<file path="src/rtl/pulse_mon_pkg.sv">
// -----------------------------------------------------------------------------
// pulse_mon_pkg
// Shared types and constants for the pulse period monitor.
//   mon_state_e : monitor FSM states (IDLE, ARM, RUN)
//   ERR_W       : width of the saturating error counter
//   ERR_MAX     : saturation value of the error counter
//   err_inc     : saturating increment used by the error counter
// -----------------------------------------------------------------------------
package pulse_mon_pkg;

    typedef enum logic [1:0] {
        IDLE = 2'd0,
        ARM  = 2'd1,
        RUN  = 2'd2
    } mon_state_e;

    localparam int             ERR_W   = 8;
    localparam logic [ERR_W-1:0] ERR_MAX = 8'd255;

    function automatic logic [ERR_W-1:0] err_inc(input logic [ERR_W-1:0] cur);
        return (cur == ERR_MAX) ? cur : cur + ERR_W'(1);
    endfunction

endpackage

</file>
<file path="src/rtl/pulse_period_monitor_if.sv">
// -----------------------------------------------------------------------------
// pulse_period_monitor_if
// Measurement result channel (valid/ready) of the pulse period monitor.
//   meas_valid   : result available (monitor -> consumer)
//   meas_ready   : consumer accepts the result (consumer -> monitor)
//   meas_period  : measured period in clock cycles
//   meas_ok      : period within tolerance
//   meas_timeout : result produced by timeout rather than by an edge
// Modports: master = monitor side, slave = consumer side.
// -----------------------------------------------------------------------------
interface pulse_period_monitor_if #(
    parameter int CNT_W = 8
);
    logic             meas_valid;
    logic             meas_ready;
    logic [CNT_W-1:0] meas_period;
    logic             meas_ok;
    logic             meas_timeout;

    modport master (
        output meas_valid,
        output meas_period,
        output meas_ok,
        output meas_timeout,
        input  meas_ready
    );

    modport slave (
        input  meas_valid,
        input  meas_period,
        input  meas_ok,
        input  meas_timeout,
        output meas_ready
    );
endinterface

</file>
<file path="src/rtl/pulse_edge_detect.sv">
// -----------------------------------------------------------------------------
// pulse_edge_detect
// Rising-edge detector for a pulse stream synchronous to clk.
//   clk        : clock
//   reset      : synchronous, active-low reset
//   pulse_in   : pulse stream
//   pulse_edge : high in the cycle pulse_in rises (pulse_in & ~pulse_q)
// A level held high produces a single edge.
// -----------------------------------------------------------------------------
module pulse_edge_detect (
    input  logic clk,
    input  logic reset,
    input  logic pulse_in,
    output logic pulse_edge
);

    logic pulse_q;

    // NOTE: reset is sampled inside the clocked block, so it only acts on a
    // clock edge; it is deliberately absent from the sensitivity list.
    always_ff @(posedge clk) begin
        if (!reset) begin
            pulse_q <= 1'b0;
        end else begin
            // NOTE: sequential state uses non-blocking assignment so every
            // register samples pre-edge values regardless of block ordering.
            pulse_q <= pulse_in;
        end
    end

    assign pulse_edge = pulse_in & ~pulse_q;

endmodule

</file>
<file path="src/rtl/pulse_period_monitor.sv">
// -----------------------------------------------------------------------------
// pulse_period_monitor
// Measures the cycle count between rising edges of pulse_in, checks it
// against EXP_PERIOD +/- TOL, reports each result over a valid/ready channel
// and raises lock after LOCK_CNT consecutive in-tolerance results.
//
// Parameters:
//   EXP_PERIOD : expected cycles between rising edges
//   TOL        : allowed deviation in cycles
//   CNT_W      : measurement width (2**CNT_W > EXP_PERIOD+TOL+1)
//   LOCK_CNT   : consecutive ok results required for lock
// Ports:
//   clk, reset : clock, synchronous active-low reset
//   enable     : monitor enable
//   pulse_in   : pulse stream to be measured
//   mon        : result channel (pulse_period_monitor_if.master)
//   lock       : LOCK_CNT or more consecutive ok results
//   overrun    : sticky, a result was dropped because the channel was busy
//   err_cnt    : saturating count of cycles with a bad/timeout/dropped result
// Configuration:
//   PULSE_MON_ERRCNT_EN : when defined err_cnt counts; otherwise it is tied 0.
// -----------------------------------------------------------------------------
module pulse_period_monitor
    import pulse_mon_pkg::*;
#(
    parameter int EXP_PERIOD = 4,
    parameter int TOL        = 0,
    parameter int CNT_W      = 8,
    parameter int LOCK_CNT   = 3
) (
    input  logic                   clk,
    input  logic                   reset,
    input  logic                   enable,
    input  logic                   pulse_in,
    pulse_period_monitor_if.master mon,
    output logic                   lock,
    output logic                   overrun,
    output logic [ERR_W-1:0]       err_cnt
);

    localparam int RUN_W = (LOCK_CNT < 1) ? 1 : $clog2(LOCK_CNT + 1);
    localparam logic [CNT_W-1:0] TMO_CNT  = CNT_W'(EXP_PERIOD + TOL);
    localparam logic [RUN_W-1:0] RUN_FULL = RUN_W'(LOCK_CNT);

    mon_state_e       state_q, state_d;
    logic [CNT_W-1:0] cnt_q, cnt_d;
    logic [RUN_W-1:0] run_q;
    logic             pulse_edge;

    logic             emit;
    logic             emit_timeout;
    logic             emit_ok;
    logic [CNT_W-1:0] emit_period;
    logic             load;

    function automatic logic in_tol(input logic [CNT_W-1:0] p);
        int d;
        d = int'(p) - EXP_PERIOD;
        if (d < 0) d = -d;
        return d <= TOL;
    endfunction

    pulse_edge_detect u_edge (
        .clk        (clk),
        .reset      (reset),
        .pulse_in   (pulse_in),
        .pulse_edge (pulse_edge)
    );

    // ---------------- FSM state register ----------------
    always_ff @(posedge clk) begin
        if (!reset) begin
            state_q <= IDLE;
            cnt_q   <= '0;
        end else begin
            state_q <= state_d;
            cnt_q   <= cnt_d;
        end
    end

    // ---------------- FSM next state / measurement ----------------
    always_comb begin
        // NOTE: every output of this block is given a default first so no
        // path leaves it unassigned and no latch is inferred.
        state_d      = state_q;
        cnt_d        = cnt_q;
        emit         = 1'b0;
        emit_timeout = 1'b0;
        emit_period  = cnt_q + CNT_W'(1);

        if (!enable) begin
            state_d = IDLE;
            cnt_d   = '0;
        end else begin
            case (state_q)
                IDLE: begin
                    cnt_d   = '0;
                    state_d = ARM;
                end
                ARM: begin
                    // The first edge only starts the measurement window.
                    if (pulse_edge) begin
                        cnt_d   = '0;
                        state_d = RUN;
                    end
                end
                RUN: begin
                    cnt_d = cnt_q + CNT_W'(1);
                    // Edge takes priority over a coincident timeout.
                    if (pulse_edge) begin
                        emit  = 1'b1;
                        cnt_d = '0;
                    end else if (cnt_q == TMO_CNT) begin
                        emit         = 1'b1;
                        emit_timeout = 1'b1;
                        cnt_d        = '0;
                    end
                end
                default: begin
                    state_d = IDLE;
                    cnt_d   = '0;
                end
            endcase
        end
    end

    assign emit_ok = emit && !emit_timeout && in_tol(emit_period);

    // A result loads when the output register is empty or being drained.
    assign load = emit && (!mon.meas_valid || mon.meas_ready);

    // ---------------- Output register, overrun, lock ----------------
    always_ff @(posedge clk) begin
        if (!reset) begin
            mon.meas_valid   <= 1'b0;
            mon.meas_period  <= '0;
            mon.meas_ok      <= 1'b0;
            mon.meas_timeout <= 1'b0;
            overrun          <= 1'b0;
            run_q            <= '0;
            lock             <= 1'b0;
        end else begin
            if (load) begin
                mon.meas_valid   <= 1'b1;
                mon.meas_period  <= emit_period;
                mon.meas_ok      <= emit_ok;
                mon.meas_timeout <= emit_timeout;
            end else if (mon.meas_valid && mon.meas_ready) begin
                mon.meas_valid <= 1'b0;
            end

            if (emit && !load) begin
                overrun <= 1'b1;
            end

            // Dropped results still count towards lock. A bad result or a
            // disable clears lock at once; lock rises one cycle after the
            // run counter reaches LOCK_CNT.
            if (!enable || (emit && !emit_ok)) begin
                run_q <= '0;
                lock  <= 1'b0;
            end else begin
                if (emit && (run_q != RUN_FULL)) begin
                    run_q <= run_q + RUN_W'(1);
                end
                lock <= (run_q == RUN_FULL);
            end
        end
    end

    // ---------------- Error counter ----------------
`ifdef PULSE_MON_ERRCNT_EN
    logic err_evt;

    // One increment per cycle, even when a result is both bad and dropped.
    assign err_evt = emit && (!emit_ok || !load);

    always_ff @(posedge clk) begin
        if (!reset) begin
            err_cnt <= '0;
        end else if (err_evt) begin
            err_cnt <= err_inc(err_cnt);
        end
    end
`else
    assign err_cnt = '0;
`endif

endmodule
</file>
<file path="src/flat_wrapper.sv">
// flat-port wrapper written by rule: the top's interface ports become plain ports
module pulse_period_monitor_flat import pulse_mon_pkg::*;
#(
    parameter int EXP_PERIOD = 4,
    parameter int TOL        = 0,
    parameter int CNT_W      = 8,
    parameter int LOCK_CNT   = 3
)
  (clk, reset, enable, pulse_in, lock, overrun, err_cnt, mon_meas_valid, mon_meas_period, mon_meas_ok, mon_meas_timeout, mon_meas_ready);
  pulse_period_monitor_if #(.CNT_W(CNT_W)) mon_i ();
  input  logic clk;
  input  logic reset;
  input  logic enable;
  input  logic pulse_in;
  output logic lock;
  output logic overrun;
  output logic [ERR_W-1:0] err_cnt;
  output wire logic [$bits(mon_i.meas_valid)-1:0] mon_meas_valid;
  output wire logic [$bits(mon_i.meas_period)-1:0] mon_meas_period;
  output wire logic [$bits(mon_i.meas_ok)-1:0] mon_meas_ok;
  output wire logic [$bits(mon_i.meas_timeout)-1:0] mon_meas_timeout;
  input wire logic [$bits(mon_i.meas_ready)-1:0] mon_meas_ready;
  assign mon_meas_valid = mon_i.meas_valid;
  assign mon_meas_period = mon_i.meas_period;
  assign mon_meas_ok = mon_i.meas_ok;
  assign mon_meas_timeout = mon_i.meas_timeout;
  assign mon_i.meas_ready = mon_meas_ready;
  pulse_period_monitor #(.EXP_PERIOD(EXP_PERIOD), .TOL(TOL), .CNT_W(CNT_W), .LOCK_CNT(LOCK_CNT)) u_core (.clk(clk), .reset(reset), .enable(enable), .pulse_in(pulse_in), .mon(mon_i), .lock(lock), .overrun(overrun), .err_cnt(err_cnt));
endmodule
</file>
<file path="config.mk">
export PLATFORM = sky130hd
export DESIGN_NAME = pulse_period_monitor_flat
export DESIGN_NICKNAME = d
export VERILOG_FILES = /design/src/rtl/pulse_mon_pkg.sv /design/src/rtl/pulse_period_monitor_if.sv /design/src/rtl/pulse_edge_detect.sv /design/src/rtl/pulse_period_monitor.sv /design/src/flat_wrapper.sv
export SDC_FILE = /design/constraint.sdc
export NUM_CORES = 1
export LEC_CHECK = 0
export CAP_MARGIN = 40
export CORE_ASPECT_RATIO = 1.2
export CORE_UTILIZATION = 52
export DETAILED_ROUTE_END_ITERATION = 16
export PLACE_DENSITY = 0.82
export SLEW_MARGIN = 25
export SYNTH_ARGS = -nofsm -noshare
export SYNTH_HDL_FRONTEND = slang
export SYNTH_SLANG_ARGS = --single-unit
</file>
<file path="constraint.sdc">
create_clock -name clk -period 3.6 [get_ports clk]
set_clock_uncertainty 0.15 [all_clocks]
set_input_delay 0.72 -clock clk [delete_from_list [all_inputs] [get_ports clk]]
set_output_delay 0.72 -clock clk [all_outputs]
set_load 0.01 [all_outputs]
</file>
# --- Word-level counts from Yosys, hierarchy flattened ---
# Index checks and enable logic that the tools add are counted.
word_totals:
  ff_bits: 26
  inputBits: 5
classes:
  magnitude_cmp: 2
  reduce_logical: 19
  n_mux: 16
  add_sub_neg: 4
  eq_ne: 6
  n_bitwise: 4
ops:
  columns: ["op", "count"]
  rows:
  - ["<= comparator 32 x 1 -> 1 bit, second input constant", 1]
  - ["less-than comparator 32 x 1 -> 1 bit, second input constant", 1]
  - ["two-way mux 32 bit", 1]
  - ["negation 32 bit", 1]
  - ["two-way mux 8 bit", 3]
  - ["case mux 8 bit (2 select lines)", 1]
  - ["two-way mux 1 bit", 9]
  - ["subtractor 8 x 3 -> 9 bit, second input constant", 1]
  - ["adder 8 x 1 -> 8 bit, second input constant", 1]
  - ["== test 8 x 3 -> 1 bit, second input constant", 1]
  - ["logical AND 1 bit", 7]
  - ["case mux 2 bit (3 select lines)", 1]
  - ["logical NOT 1 bit", 5]
  - ["== test 2 bit, second input constant", 2]
  - ["AND reduction 2 bit", 2]
  - ["inverter 1 bit", 3]
  - ["adder 2 x 1 -> 2 bit, second input constant", 1]
  - ["== test 2 x 1 -> 1 bit, second input constant", 1]
  - ["logical NOT 2 bit", 1]
  - ["logical OR 1 bit", 2]
  - ["two-way mux 2 bit", 1]
  - ["inequality test 2 x 1 -> 1 bit, second input constant", 1]
  - ["inequality test 2 bit, second input constant", 1]
  - ["nonzero test 2 bit", 1]
  - ["2 further kinds", 2]

# --- Longest topological paths before layout ---
logic_depth:
  word_depth: 12
  depth_mapped: 11
  mapped_depth_nobuf: 10

# --- By module ---
# From an unflattened synthesis, not the netlist that was laid out.
unflattened:
  cells_unflattened: 189
  area_unflattened_um2: 1601.5
modules_own_cells:
  columns: ["module", "seq_area_each_um2", "n_inst", "cells_per_inst", "area_per_inst_um2"]
  rows:
  - ["pulse_period_monitor", 500.5, 1, 186, 1561.5]
  - ["pulse_edge_detect", 20.0, 1, 3, 40.0]

# --- Least setup slack after synthesis ---
# Ideal clock, no wire load.
synth_path:
  path_type: "reg2reg"
  start: "register u_core.cnt_q[0]"
  end: "register u_core.run_q[0]"
  n_path_buf: 1
  t_required_ns: 3.376
  period_less_slack_ns: 2.889
  arrival_ns: 2.665
  setup_slack_ns: 0.711
  path_stages_with_launch: 11
  setup_ns: 0.074
  cell_sequence: "dfxtp_1 ha_1 buf_4 xnor2_1 ha_1 xnor3_1 xor2_1 a2111o_1 a211oi_4 nand3_1 a31oi_1"
synth_via:
  elab_chain_cells: 12
synth_rtl:
  columns: ["element", "line", "source"]
  rows:
  - ["from (decl)", "pulse_period_monitor.sv:46", "logic [CNT_W-1:0] cnt_q, cnt_d;"]
  - ["from (signal assigned)", "pulse_period_monitor.sv:77", "cnt_q <= cnt_d;"]
  - ["parallel branches: the longest is 12 deep, another holds negation 32 bit", null, null]
  - ["to (signal assigned)", "pulse_period_monitor.sv:164", "run_q <= run_q + RUN_W'(1);"]
  - ["to (decl)", "pulse_period_monitor.sv:47", "logic [RUN_W-1:0] run_q;"]
# Several ways; the timed one is not identified.
# A chain may end at the register's enable or synchronous reset.

# --- Worst setup path after layout ---
# Ends and elaborated chain as after synthesis.

==> results.cfg <==
[worst_setup_path]
path_common_cell = ha_1
regToRegSetupSlack_ns = 0.35
crit_slowest_cell = dfxtp_1
worstPathCellList = ha_1 -> xnor2_1 -> ha_1 -> xnor3_1 -> xor2_1 -> a2111o_1 -> a211oi_4 -> nand3_1 -> a31oi_1
crit_end = u_core.run_q[0]$_SDFFE_PP0P_
end_kind = register
cpLargestDelayFamily = compound AO/OA/AOI/OAI gates
slowest_delay_ns = 0.48
reg2reg_from = u_core.cnt_q[0]$_SDFFE_PN0N_
worstPathMaxFanout = 9
rr_worst_depth = 9
critPathRequiredTime_ns = 3.70
cp.arrival_ns = 3.34
startpoint = u_core.cnt_q[0]$_SDFFE_PN0N_
cp.depth = 9
worst-path-buf-inv = 0
cp-start-kind = register
reg2reg_to = u_core.run_q[0]$_SDFFE_PP0P_
crit_type = register to register

[synthesis]
yosysTopAreaCell = dfxtp_1
yosysWarnings = 0
synthTopCellsByArea = dfxtp_1, buf_4, ha_1, nor2_1, nand2_1
ys.flop_type = dfxtp_1
muxShareOfSynthArea_pct = 2.66
synth-xor-area-share_pct = 5.57
netlist_instances = 175
synth-async-reset-ratio_pct = 0
synth.top_cell.area_share_pct = 34.6
synth_simple_gate_area_share_pct = 23.0
syn_area_per_cell_um2 = 8.59
synth_top_family_by_area = simple AND/OR/NAND/NOR gates
synth_edf_count = 0
synthAdderAreaFrac_pct = 4.16
synth.distinct_cells = 46
syn_area_um2 = 1500
synth-seq-cells = 26
ys_seq_area_share_pct = 34.6
synth_compound_area_share_pct = 20.7

[power_and_ir_drop]
sw_frac_of_total_pct = 21.9
power_density_nw_per_um2 = 274
intPower_w = 0.000362
peakVddDrop_mv = 0.215
pwr-share-clk_pct = 31.7
p_switching_w = 0.000102
leakage_nw = 0.667
seq_power_share_pct = 62.9
p_comb_share_pct = 5.4
power_w = 0.000463

[clock_network]
clk_pin_slew_ns = 0.14
root_buffer = clkbuf_4
postCtsSetupBuffers = 0
insertion_delay_ns = 0.32
cts_hold_buf = 0
cts_buffers = 3
clockBufferDepth = 2
cts_tree = yes
htreeDepth = 1
cts_resized = 0
clock-sinks = 26

[finish]
antenna_cells = 0
final_common_cell = dfxtp_1
fillerInstances = 233
area_growth_pct = 12.3
drive_gt1_share_pct = 6.35
register_area_um2 = 520
final_core_util_pct = 61.2
mostFrequentLayoutCells = dfxtp_1, clkdlybuf4s50_1, nor2_1
fin_nets = 200
multi_input_area_um2 = 875

[sta]
tightest_slew_ns = 0.722
drv_slew = 0
fin_ws_ns = 0.352
fin_setup_tns_ns = 0
min_period_ns = 3.25
setup_viol = 0
finalHoldViolCount = 0
period_share_pct = 90.2
grt_setup_unrepaired = false
fmax_ghz = 0.308
maxSlewHeadroom_pct = 51.4

[global_routing]
antenna_found_initial = 0
grt_start_max_net_pins = 16
first_global_vias = 1268
grt_overflow = 0
grt.total_usage_pct = 23.0
grt_pass1_wl_um = 5400

[routing]
detail_route.wl_per_cell_um = 14.6
vias = 1338
dr.first_iter.drc_count = 45
routed_via_density = 6.00
ant_nets = 0
drt_wl_total_um = 3260
drcViolationCount = 0
drtPass1Iterations = 4

[placed_design]
post-dp-hpwl_um = 2580
place_congestion = 0.872
io_buffer_count = 17
pre_cts_slack_ns = 0.402

[floorplanning]
dieArea_um2 = 3110
die_w_um = 51.1
initial_core_util_pct = 54.5
rows = 21
core-area_um2 = 2760
pin_count = 26
die_h_um = 60.9

[run_status]
run_status = finished, final reports clean

[min_path]
min_path_type = register to register
holdPathStages = 1

[run]
maxCapViolations = 0
worst register-to-register path, delay by kind of cell (launching register included):
family | cells | cell delay (ns)
simple gates | 1 | 0.11
compound gates | 3 | 1.00
flops | 1 | 0.48
fa+ha+maj | 2 | 0.65
xor+xnor | 3 | 0.79
kinds of logic after synthesis:
logic type               count (synthesis)
adder cells (fa/ha/maj)                  5
other                                    1
buffers and inverters                   23
AND/OR/NAND/NOR                         68
multiplexers                             4
flip-flops                              26
XOR/XNOR                                 8
AO/OA/AOI/OAI                           40
per-layer routing:
| metal | global-route usage (%) | part of all wire (%) |
|---|---|---|
| met1 | 24.2 | 37 |
| met2 | 41.9 | 53 |
| met3 | 2.26 | 4.5 |
| met4 | 18.7 | 5.9 |
| met5 | 0 | 0 |
power groups by stage:
stage / clock [W] / combinational, W / sequential (W)
floorplan: 0 / 0.0000215 / 0.000297
global placement: 0 / 0.0000242 / 0.000297
detailed placement: 0 / 0.0000249 / 0.000297
CTS: 0.000150 / 0.0000250 / 0.000291
global route: 0.000160 / 0.0000273 / 0.000292
finish: 0.000147 / 0.0000250 / 0.000291
metrics by stage:
step	cell area, um^2	instances	hold WS [ns]
after floorplan	1530	182	0.293
after global placement	1650	219	0.301
after detailed placement	1650	219	0.316
after CTS	1690	223	0.353
after global routing	1690	223	0.379
final	1690	223	0.347
how the worst min path moves through the flow:
stage | start | to | slack, ns
2_1_floorplan | u_core.state_q[1]$_SDFFE_PN0P_ | u_core.state_q[0]$_SDFFE_PN0P_ | 0.29
3_3_place_gp | u_core.overrun$_SDFFE_PN0P_ | u_core.overrun$_SDFFE_PN0P_ | 0.30
3_5_place_dp | u_core.overrun$_SDFFE_PN0P_ | u_core.overrun$_SDFFE_PN0P_ | 0.32
4_1_cts | u_core.overrun$_SDFFE_PN0P_ | u_core.overrun$_SDFFE_PN0P_ | 0.35
5_1_grt | u_core.overrun$_SDFFE_PN0P_ | u_core.overrun$_SDFFE_PN0P_ | 0.38
6_report | u_core.overrun$_SDFFE_PN0P_ | u_core.overrun$_SDFFE_PN0P_ | 0.35
synthesized netlist by cell type, types with 2 or more instances:
library cell / instances
nor3b_1: 2
a211o_1: 2
a21boi_0: 2
nor3_1: 3
o21ai_0: 4
nor2_1: 16
o211a_1: 5
xor2_1: 3
nand3_1: 10
a21oi_1: 7
ha_1: 5
buf_2: 3
a31oi_1: 2
nor2b_1: 8
nand2_1: 14
inv_1: 6
nand2b_1: 3
clkbuf_1: 3
xnor2_1: 4
or3_1: 2
a22oi_1: 3
mux2i_1: 4
o21bai_1: 3
o21a_1: 2
nand4_1: 3
dfxtp_1: 26
o211ai_1: 2
buf_4: 10
cell type report:
class / count / share of cell area, %
flip-flops and latches: 26 / 30.8
multi-input cells: 133 / 51.8
clock buffers: 4 / 2.15
inverters: 6 / 1.33
repair buffers: 20 / 11.4
well taps: 34 / 2.52
state kept, by name (all words and copies together), names as in the netlist:
register                 cells
u_core.mon.meas_valid        1
u_core.lock                  1
u_core.u_edge.pulse_q        1
u_core.overrun               1
u_core.mon.meas_timeout      1
u_core.state_q               2
u_core.mon.meas_period       8
u_core.mon.meas_ok           1
u_core.run_q                 2
u_core.cnt_q                 8
No activity file was read; power rests on OpenSTA's default activity.
